**src/rtl/servo_sequencer.sv**
```systemverilog
// servo_sequencer: eight-channel hobby-servo pulse sequencer.
// A 20 ms frame is split into eight 2.5 ms slots. Slot k carries channel k's
// pulse, 1000..2000 us wide. Pulse widths are written into shadow registers
// at any time. They are copied to the active set only at a frame commit, so a
// frame in progress never changes.
module servo_sequencer #(
  parameter int unsigned SYS_CLK = 50000000,
  parameter int unsigned NUM_CH  = 8
) (
  input  logic              clk,
  input  logic              rst,
  input  logic              en,
  input  logic [NUM_CH-1:0] ch_en,
  input  logic              wr_valid,
  output logic              wr_ready,
  input  logic [2:0]        wr_addr,
  input  logic [15:0]       wr_data,
  output logic [NUM_CH-1:0] servo,
  output logic              frame_sync,
  output logic [2:0]        active_ch
);

  localparam int unsigned CLKS_PER_US = SYS_CLK / 1000000;
  localparam int unsigned DIV_W       = (CLKS_PER_US > 1) ? $clog2(CLKS_PER_US) : 1;
  localparam logic [DIV_W-1:0] DIV_LAST = DIV_W'(CLKS_PER_US - 1);

  localparam logic [11:0] SLOT_LAST = 12'd2499;
  localparam logic [2:0]  CH_LAST   = 3'd7;

  localparam logic [10:0] PW_MIN   = 11'd1000;
  localparam logic [10:0] PW_MAX   = 11'd2000;
  localparam logic [10:0] PW_RESET = 11'd1500;

  localparam logic [1:0] IDLE  = 2'd0;
  localparam logic [1:0] RUN   = 2'd1;
  localparam logic [1:0] DRAIN = 2'd2;

  logic [1:0]       state;
  logic [DIV_W-1:0] div;
  logic [11:0]      us_cnt;

  logic [DIV_W-1:0] div_nxt;
  logic [11:0]      us_nxt;
  logic [2:0]       ch_nxt;

  logic [10:0] shadow    [NUM_CH];
  logic [10:0] active_pw [NUM_CH];
  logic [10:0] wr_clamped;

  logic              tick;
  logic              slot_end;
  logic              frame_end;
  logic              commit;
  logic              wr_fire;
  logic              running;
  logic [NUM_CH-1:0] servo_nxt;

  // Timebase decode and the frame-commit condition.
  // Commit happens on the IDLE->RUN start and on every 7->0 slot wrap while running.
  always_comb begin
    tick      = (div == DIV_LAST);
    slot_end  = tick && (us_cnt == SLOT_LAST);
    frame_end = slot_end && (active_ch == CH_LAST);
    running   = (state == RUN) || (state == DRAIN);
    commit    = en && ((state == IDLE) || ((state == RUN) && frame_end));
  end

  // Writes stall only on the commit cycle, so a shadow update never races the copy.
  always_comb begin
    wr_ready = rst | ~commit;
    wr_fire  = wr_valid & wr_ready;
  end

  // Clamp incoming pulse widths to the legal servo range.
  always_comb begin
    if (wr_data < 16'(PW_MIN)) begin
      wr_clamped = PW_MIN;
    end else if (wr_data > 16'(PW_MAX)) begin
      wr_clamped = PW_MAX;
    end else begin
      wr_clamped = wr_data[10:0];
    end
  end

  // Next values of the divider / microsecond / slot counters while running.
  always_comb begin
    div_nxt = tick ? '0 : div + DIV_W'(1);
    us_nxt  = us_cnt;
    ch_nxt  = active_ch;
    if (tick) begin
      if (us_cnt == SLOT_LAST) begin
        us_nxt = '0;
        ch_nxt = active_ch + 3'd1;
      end else begin
        us_nxt = us_cnt + 12'd1;
      end
    end
  end

  // Sequencer FSM and timebase counters.
  // en low exactly on a slot's last cycle goes straight to IDLE, since DRAIN
  // would otherwise run a whole extra slot.
  always_ff @(posedge clk or posedge rst) begin
    if (rst) begin
      state     <= IDLE;
      div       <= '0;
      us_cnt    <= '0;
      active_ch <= '0;
    end else begin
      case (state)
        IDLE: begin
          div       <= '0;
          us_cnt    <= '0;
          active_ch <= '0;
          if (en) begin
            state <= RUN;
          end
        end
        RUN: begin
          if (slot_end && !en) begin
            state     <= IDLE;
            div       <= '0;
            us_cnt    <= '0;
            active_ch <= '0;
          end else begin
            div       <= div_nxt;
            us_cnt    <= us_nxt;
            active_ch <= ch_nxt;
            if (!en) begin
              state <= DRAIN;
            end
          end
        end
        DRAIN: begin
          if (slot_end) begin
            state     <= IDLE;
            div       <= '0;
            us_cnt    <= '0;
            active_ch <= '0;
          end else begin
            div       <= div_nxt;
            us_cnt    <= us_nxt;
            active_ch <= ch_nxt;
          end
        end
        default: begin
          state     <= IDLE;
          div       <= '0;
          us_cnt    <= '0;
          active_ch <= '0;
        end
      endcase
    end
  end

  // Shadow widths take writes. The active widths are reloaded only at a commit.
  always_ff @(posedge clk or posedge rst) begin
    if (rst) begin
      for (int unsigned i = 0; i < NUM_CH; i++) begin
        shadow[i]    <= PW_RESET;
        active_pw[i] <= PW_RESET;
      end
    end else begin
      if (commit) begin
        for (int unsigned i = 0; i < NUM_CH; i++) begin
          active_pw[i] <= shadow[i];
        end
      end
      if (wr_fire) begin
        shadow[wr_addr] <= wr_clamped;
      end
    end
  end

  // Only the slot owner can drive its pulse. ch_en gates it combinationally.
  always_comb begin
    servo_nxt = '0;
    if (running && ch_en[active_ch] && (us_cnt < {1'b0, active_pw[active_ch]})) begin
      servo_nxt[active_ch] = 1'b1;
    end
  end

  // Registered outputs: one clock behind the counters.
  always_ff @(posedge clk or posedge rst) begin
    if (rst) begin
      servo      <= '0;
      frame_sync <= 1'b0;
    end else begin
      servo      <= servo_nxt;
      frame_sync <= commit;
    end
  end

endmodule

```
**config.mk**
```make
export PLATFORM = sky130hd
export DESIGN_NAME = servo_sequencer
export DESIGN_NICKNAME = d
export VERILOG_FILES = /design/src/rtl/servo_sequencer.sv
export SDC_FILE = /design/constraint.sdc
export NUM_CORES = 1
export LEC_CHECK = 0
export BUFFER_PORTS_ARGS = -buffer_cell sky130_fd_sc_hd__clkbuf_2
export CAP_MARGIN = 25
export CORE_MARGIN = 8
export CORE_UTILIZATION = 40
export CTS_BUF_LIST = sky130_fd_sc_hd__clkbuf_16
export DETAILED_ROUTE_END_ITERATION = 16
export PLACE_DENSITY = 0.61
export SKIP_CTS_REPAIR_TIMING = 1
export SLEW_MARGIN = 30
export SYNTH_ARGS = -nofsm -noshare
export SYNTH_HDL_FRONTEND = slang
export SYNTH_SLANG_ARGS = --single-unit
export TNS_END_PERCENT = 5
```
**constraint.sdc**
```tcl
create_clock -name clk -period 9 [get_ports clk]
set_clock_uncertainty 0.2 [all_clocks]
set_input_delay 1.8 -clock clk [delete_from_list [all_inputs] [get_ports clk]]
set_output_delay 1.8 -clock clk [all_outputs]
set_load 0.01 [all_outputs]
```
# Yosys cells after proc, flatten, opt, wreduce, memory -nomap -nowiden
# Cells that the tools add are included.
totals:
  regBits: 208
  out_inout_bits: 13
classes:
  add_sub_neg: 3
  order_cmp: 8
  eq_ne: 8
  muxes: 32
  n_bitwise: 5
  reduce_logical: 14
op_table:
  columns: ["operator", "n"]
  rows:
  - ["$bwmux 88", 1]
  - ["$mux 11", 5]
  - ["$mux 12", 4]
  - ["$bmux 11 s3", 1]
  - ["$demux 11 s3", 1]
  - ["$pmux 12 s2", 1]
  - ["$mux 6", 3]
  - ["$gt 16x11->1 const B", 1]
  - ["$lt 16x10->1 const B", 1]
  - ["$add 12x1->12 const B", 1]
  - ["$eq 12x12->1 const B", 1]
  - ["$lt 12x11->1", 1]
  - ["$mux 3", 4]
  - ["$pmux 6 s2", 1]
  - ["$logic_and 1x1->1", 9]
  - ["$ge 4x4->1 const B", 2]
  - ["$mux 2", 4]
  - ["$mux 8", 1]
  - ["$not 3->4", 2]
  - ["$add 6x1->6 const B", 1]
  - ["$eq 6x6->1 const B", 1]
  - ["$pmux 2 s3", 1]
  - ["$pmux 3 s2", 1]
  - ["$lt 3x4->1 const B", 1]
  - ["18 further kinds", 21]

# Logic depth before layout (Yosys ltp)
logic_depth:
  depth_word: 9
  ltp_mapped: 13
  mapped_depth_nobuf: 11

# Least setup slack after synthesis
# OpenSTA, ideal clock, no wires.
synth_timing:
  path_kind: "in2out"
  from: "input port rst"
  to: "output port wr_ready"
  t_arrival_ps: 6994
  t_required_ps: 7000
  path_slack_ps: 6
  stages: 3
  path_cell_list: "inv_1 -> a41o_2 -> inv_2"
synth_between:
  elab_chain_len: 1
synth_lines:
  columns: ["element", "line", "text"]
  rows:
  - ["from (decl)", "11", "input logic rst,"]
  - ["$or 1x1->1", "70", "wr_ready = rst | ~commit;"]
  - ["to (decl)", "15", "output logic wr_ready,"]
# Every way passes these cells.

# Final worst setup path
# Ends and elaborated chain as after synthesis.

==> flow_metrics.py <==
metrics = {
    "timing": {
        "timing.fmax_mhz": 185,
        "maxSlewHeadroom_pct": 33.8,
        "rsz0062_at_grt": "false",
        "hold_violations": 0,
        "fin_crit_ns": 5.40,
        "tightest_slew_ns": 0.987,
        "finalCritPeriodShare_pct": 60.0,
        "hold_slack_ns": 0.283,
        "setup_violations": 0,
        "setup_tns_ns": 0,
        "drv_slew": 0,
    },
    "critical_path": {
        "r2r.worst_path.cells": 11,
        "path_class": "input pin to primary output",
        "worstPathMaxFanout": 134,
        "arrival_ns": 3.40,
        "end_kind": "primary output",
        "worstPathCellList": "clkbuf_2, clkinv_8, a41o_2, inv_2, clkbuf_2",
        "crit_path_start_kind": "input pin",
        "rrSetupSlack_ns": 5.14,
        "cp.required_ns": 7.00,
        "reg2reg_from": "active_ch[0]",
        "critPathMaxStageDelay_ns": 0.62,
        "cp_top_family": "buffers and inverters",
        "crit_path_frequent_cell": "clkbuf_2",
        "critPathLaunch": "rst",
        "reg2reg_to": "servo[0]",
        "path_depth": 5,
        "slowest_stage": "a41o_2",
        "critPathBufInv": 4,
        "endpoint": "wr_ready",
    },
    "global_routing": {
        "grt_pass1_vias": 6238,
        "grt_start_max_net_pins": 135,
        "grt_pass1_wl_microns": 36300,
        "grt_remaining_overflow": 0,
        "grt_antenna_before_repair": 1,
        "grt_util_all_layers_pct": 15.8,
    },
    "yosys": {
        "async_flop_share_pct": 100,
        "netlist.area_leader.share_pct": 30.6,
        "synth_fp_nets": 790,
        "avgSynthCellArea_sq_um": 13.0,
        "synth_top_flop_cell": "dfstp_2",
        "synth_top_cell_by_area": "dfstp_2",
        "syn_inst": 740,
        "synth-edff-count": 0,
        "synth_cell_types": 69,
        "netlist_top_cells_area": "dfstp_2 (31%), dfrtp_1 (25%), mux2_2 (12%)",
        "yosysWarnings": 0,
        "synth-seq-area-share_pct": 55.5,
        "synthesis.area_sq_um": 9630,
        "ys_seq_elements": 208,
    },
    "clock_tree": {
        "clockBufferDepth": 3,
        "cts.sinks": 208,
        "cts_buffers": 23,
        "clock_latency_ns": 0.50,
        "cts_tree": "done",
        "h-tree-depth": 1,
        "cts-root-buf": "clkbuf_16",
        "clk_pin_slew_ns": 0.06,
    },
    "drt": {
        "drc": 0,
        "final_antenna_net_count": 0,
        "vias_per_cell": 5.61,
        "drtIter0Drc": 425,
        "dr_total_vias": 6229,
        "routed_wl_microns": 22600,
        "drt-pass1-iter-count": 5,
        "wl_per_cell_microns": 20.4,
    },
    "cells_and_area": {
        "area_growth_pct": 11.8,
        "drive_above_1_share_pct": 41.2,
        "final_nets": 826,
        "diodes": 0,
    },
    "place": {
        "place_congestion": 0.783,
        "dpl.hpwl_microns": 14700,
        "port_buffers": 43,
    },
    "floorplanning": {
        "die_height_microns": 171,
        "start_util_pct": 40.9,
        "ios": 44,
        "die_w_microns": 171,
        "core_area_sq_um": 23500,
        "die_area_sq_um": 29300,
        "num_rows": 56,
    },
    "job": {
        "cap_violations": 0,
    },
    "min_path": {
        "min_path_type": "register to register",
    },
    "status": {
        "status": "finished, final reports clean",
    },
    "power_and_ir_drop": {
        "powerDensity_nw_per_um2": 233,
        "irDropWorstVdd_mv": 0.105,
        "power_leakage_uw": 0.00420,
    },
}
-- state kept, by name, summed over array words and instances (netlist names) --
name / cells
active_pw: 88
servo: 8
state: 2
shadow: 88
div: 6
active_ch: 3
us_cnt: 12
frame_sync: 1
-- cells in the mapped netlist (6+ instances only) --
| library cell | n |
|---|---|
| dfstp_2 | 112 |
| mux2_2 | 105 |
| dfrtp_1 | 96 |
| nor2_1 | 41 |
| nand2_1 | 34 |
| a32o_1 | 24 |
| a21oi_1 | 21 |
| ha_1 | 19 |
| mux2i_1 | 19 |
| a2bb2oi_1 | 16 |
| nor3_1 | 16 |
| o32a_1 | 16 |
| or3_1 | 16 |
| nand3_1 | 15 |
| buf_2 | 12 |
| clkbuf_1 | 11 |
| inv_1 | 10 |
| buf_1 | 8 |
| o22a_1 | 8 |
| o2bb2ai_1 | 8 |
| xnor2_1 | 8 |
| nor3_2 | 7 |
| and3_1 | 6 |
| nor2b_1 | 6 |
| xor2_1 | 6 |
-- placed cells by master, fill, tap and decap left out, drive strengths merged, types with 5 or more instances in the layout --
cell type  count
mux2         113
clkbuf        66
dfrtp         96
nand2         35
nor2b          6
buf            6
ha            19
nor3          25
xnor2          8
clkinv        11
a2bb2oi       16
and3           6
o32a          16
nor4           5
a21oi         22
inv           16
o2bb2ai        8
nor2          43
dfstp        112
a32o          24
nand3         15
o22a           8
xor2           6
o21ai          8
mux4           5
mux2i         19
or3           16
-- per-layer routing --
metal | global-route usage (%) | up-vias | share of wire, %
met5 | 0 | - | 0.057
met4 | 4.57 | 2 | 2.3
met3 | 2.74 | 33 | 4.3
met2 | 24.5 | 130 | 46
met1 | 22.2 | 3187 | 47
li1 | - | 2877 | -
-- how the worst min path moves through the flow --
stage	to	cells past startpoint	from
floorplan	shadow[16]	1	shadow[16]
global placement	shadow[82]	1	shadow[82]
detailed placement	shadow[27]	1	shadow[27]
CTS	shadow[3]	1	shadow[3]
global route	shadow[14]	1	shadow[14]
finish	shadow[12]	1	shadow[12]
-- stage by stage --
stage / power (uW) / cell area [sq um] / utilization [%] / setup WS (ns) / cells
6_report: 2510 / 10800 / 45.7 / 3.60 / 1110
5_1_grt: 2630 / 10800 / 45.7 / 3.35 / 1110
4_1_cts: 2540 / 10700 / 45.7 / 3.28 / 1110
3_5_place_dp: 1700 / 10100 / 42.9 / 3.28 / 1070
3_3_place_gp: 1690 / 10100 / 42.9 / 3.32 / 1070
2_1_floorplan: 1580 / 9630 / - / 0.00646 / 740
-- where the power goes --
part	internal (uW)	total [uW]	switching, uW
clock network	459	823	364
registers	1140	1210	69.1
logic	215	475	260
-- final cells by class --
cell class              instances  area (sq um)
clock buffers                  23           576
clock inverters                17          71.3
fillers                      2157         12800
inverters                      11          53.8
multi-input cells             483          4050
flip-flops and latches        208          5350
well taps                     319           399
repair buffers                 49           268
-- logic make-up after synthesis --
group,Yosys count,share of synthesized area (%)
buffers and inverters,49,2.59
muxes,137,16.5
and+or+nand+nor,175,9.95
xor gates and xnor gates,14,1.27
AOI/OAI and AO/OA,138,11.7
adders and majority gates,19,2.47
DFF,208,55.5
(Power assumes the default switching activity.)
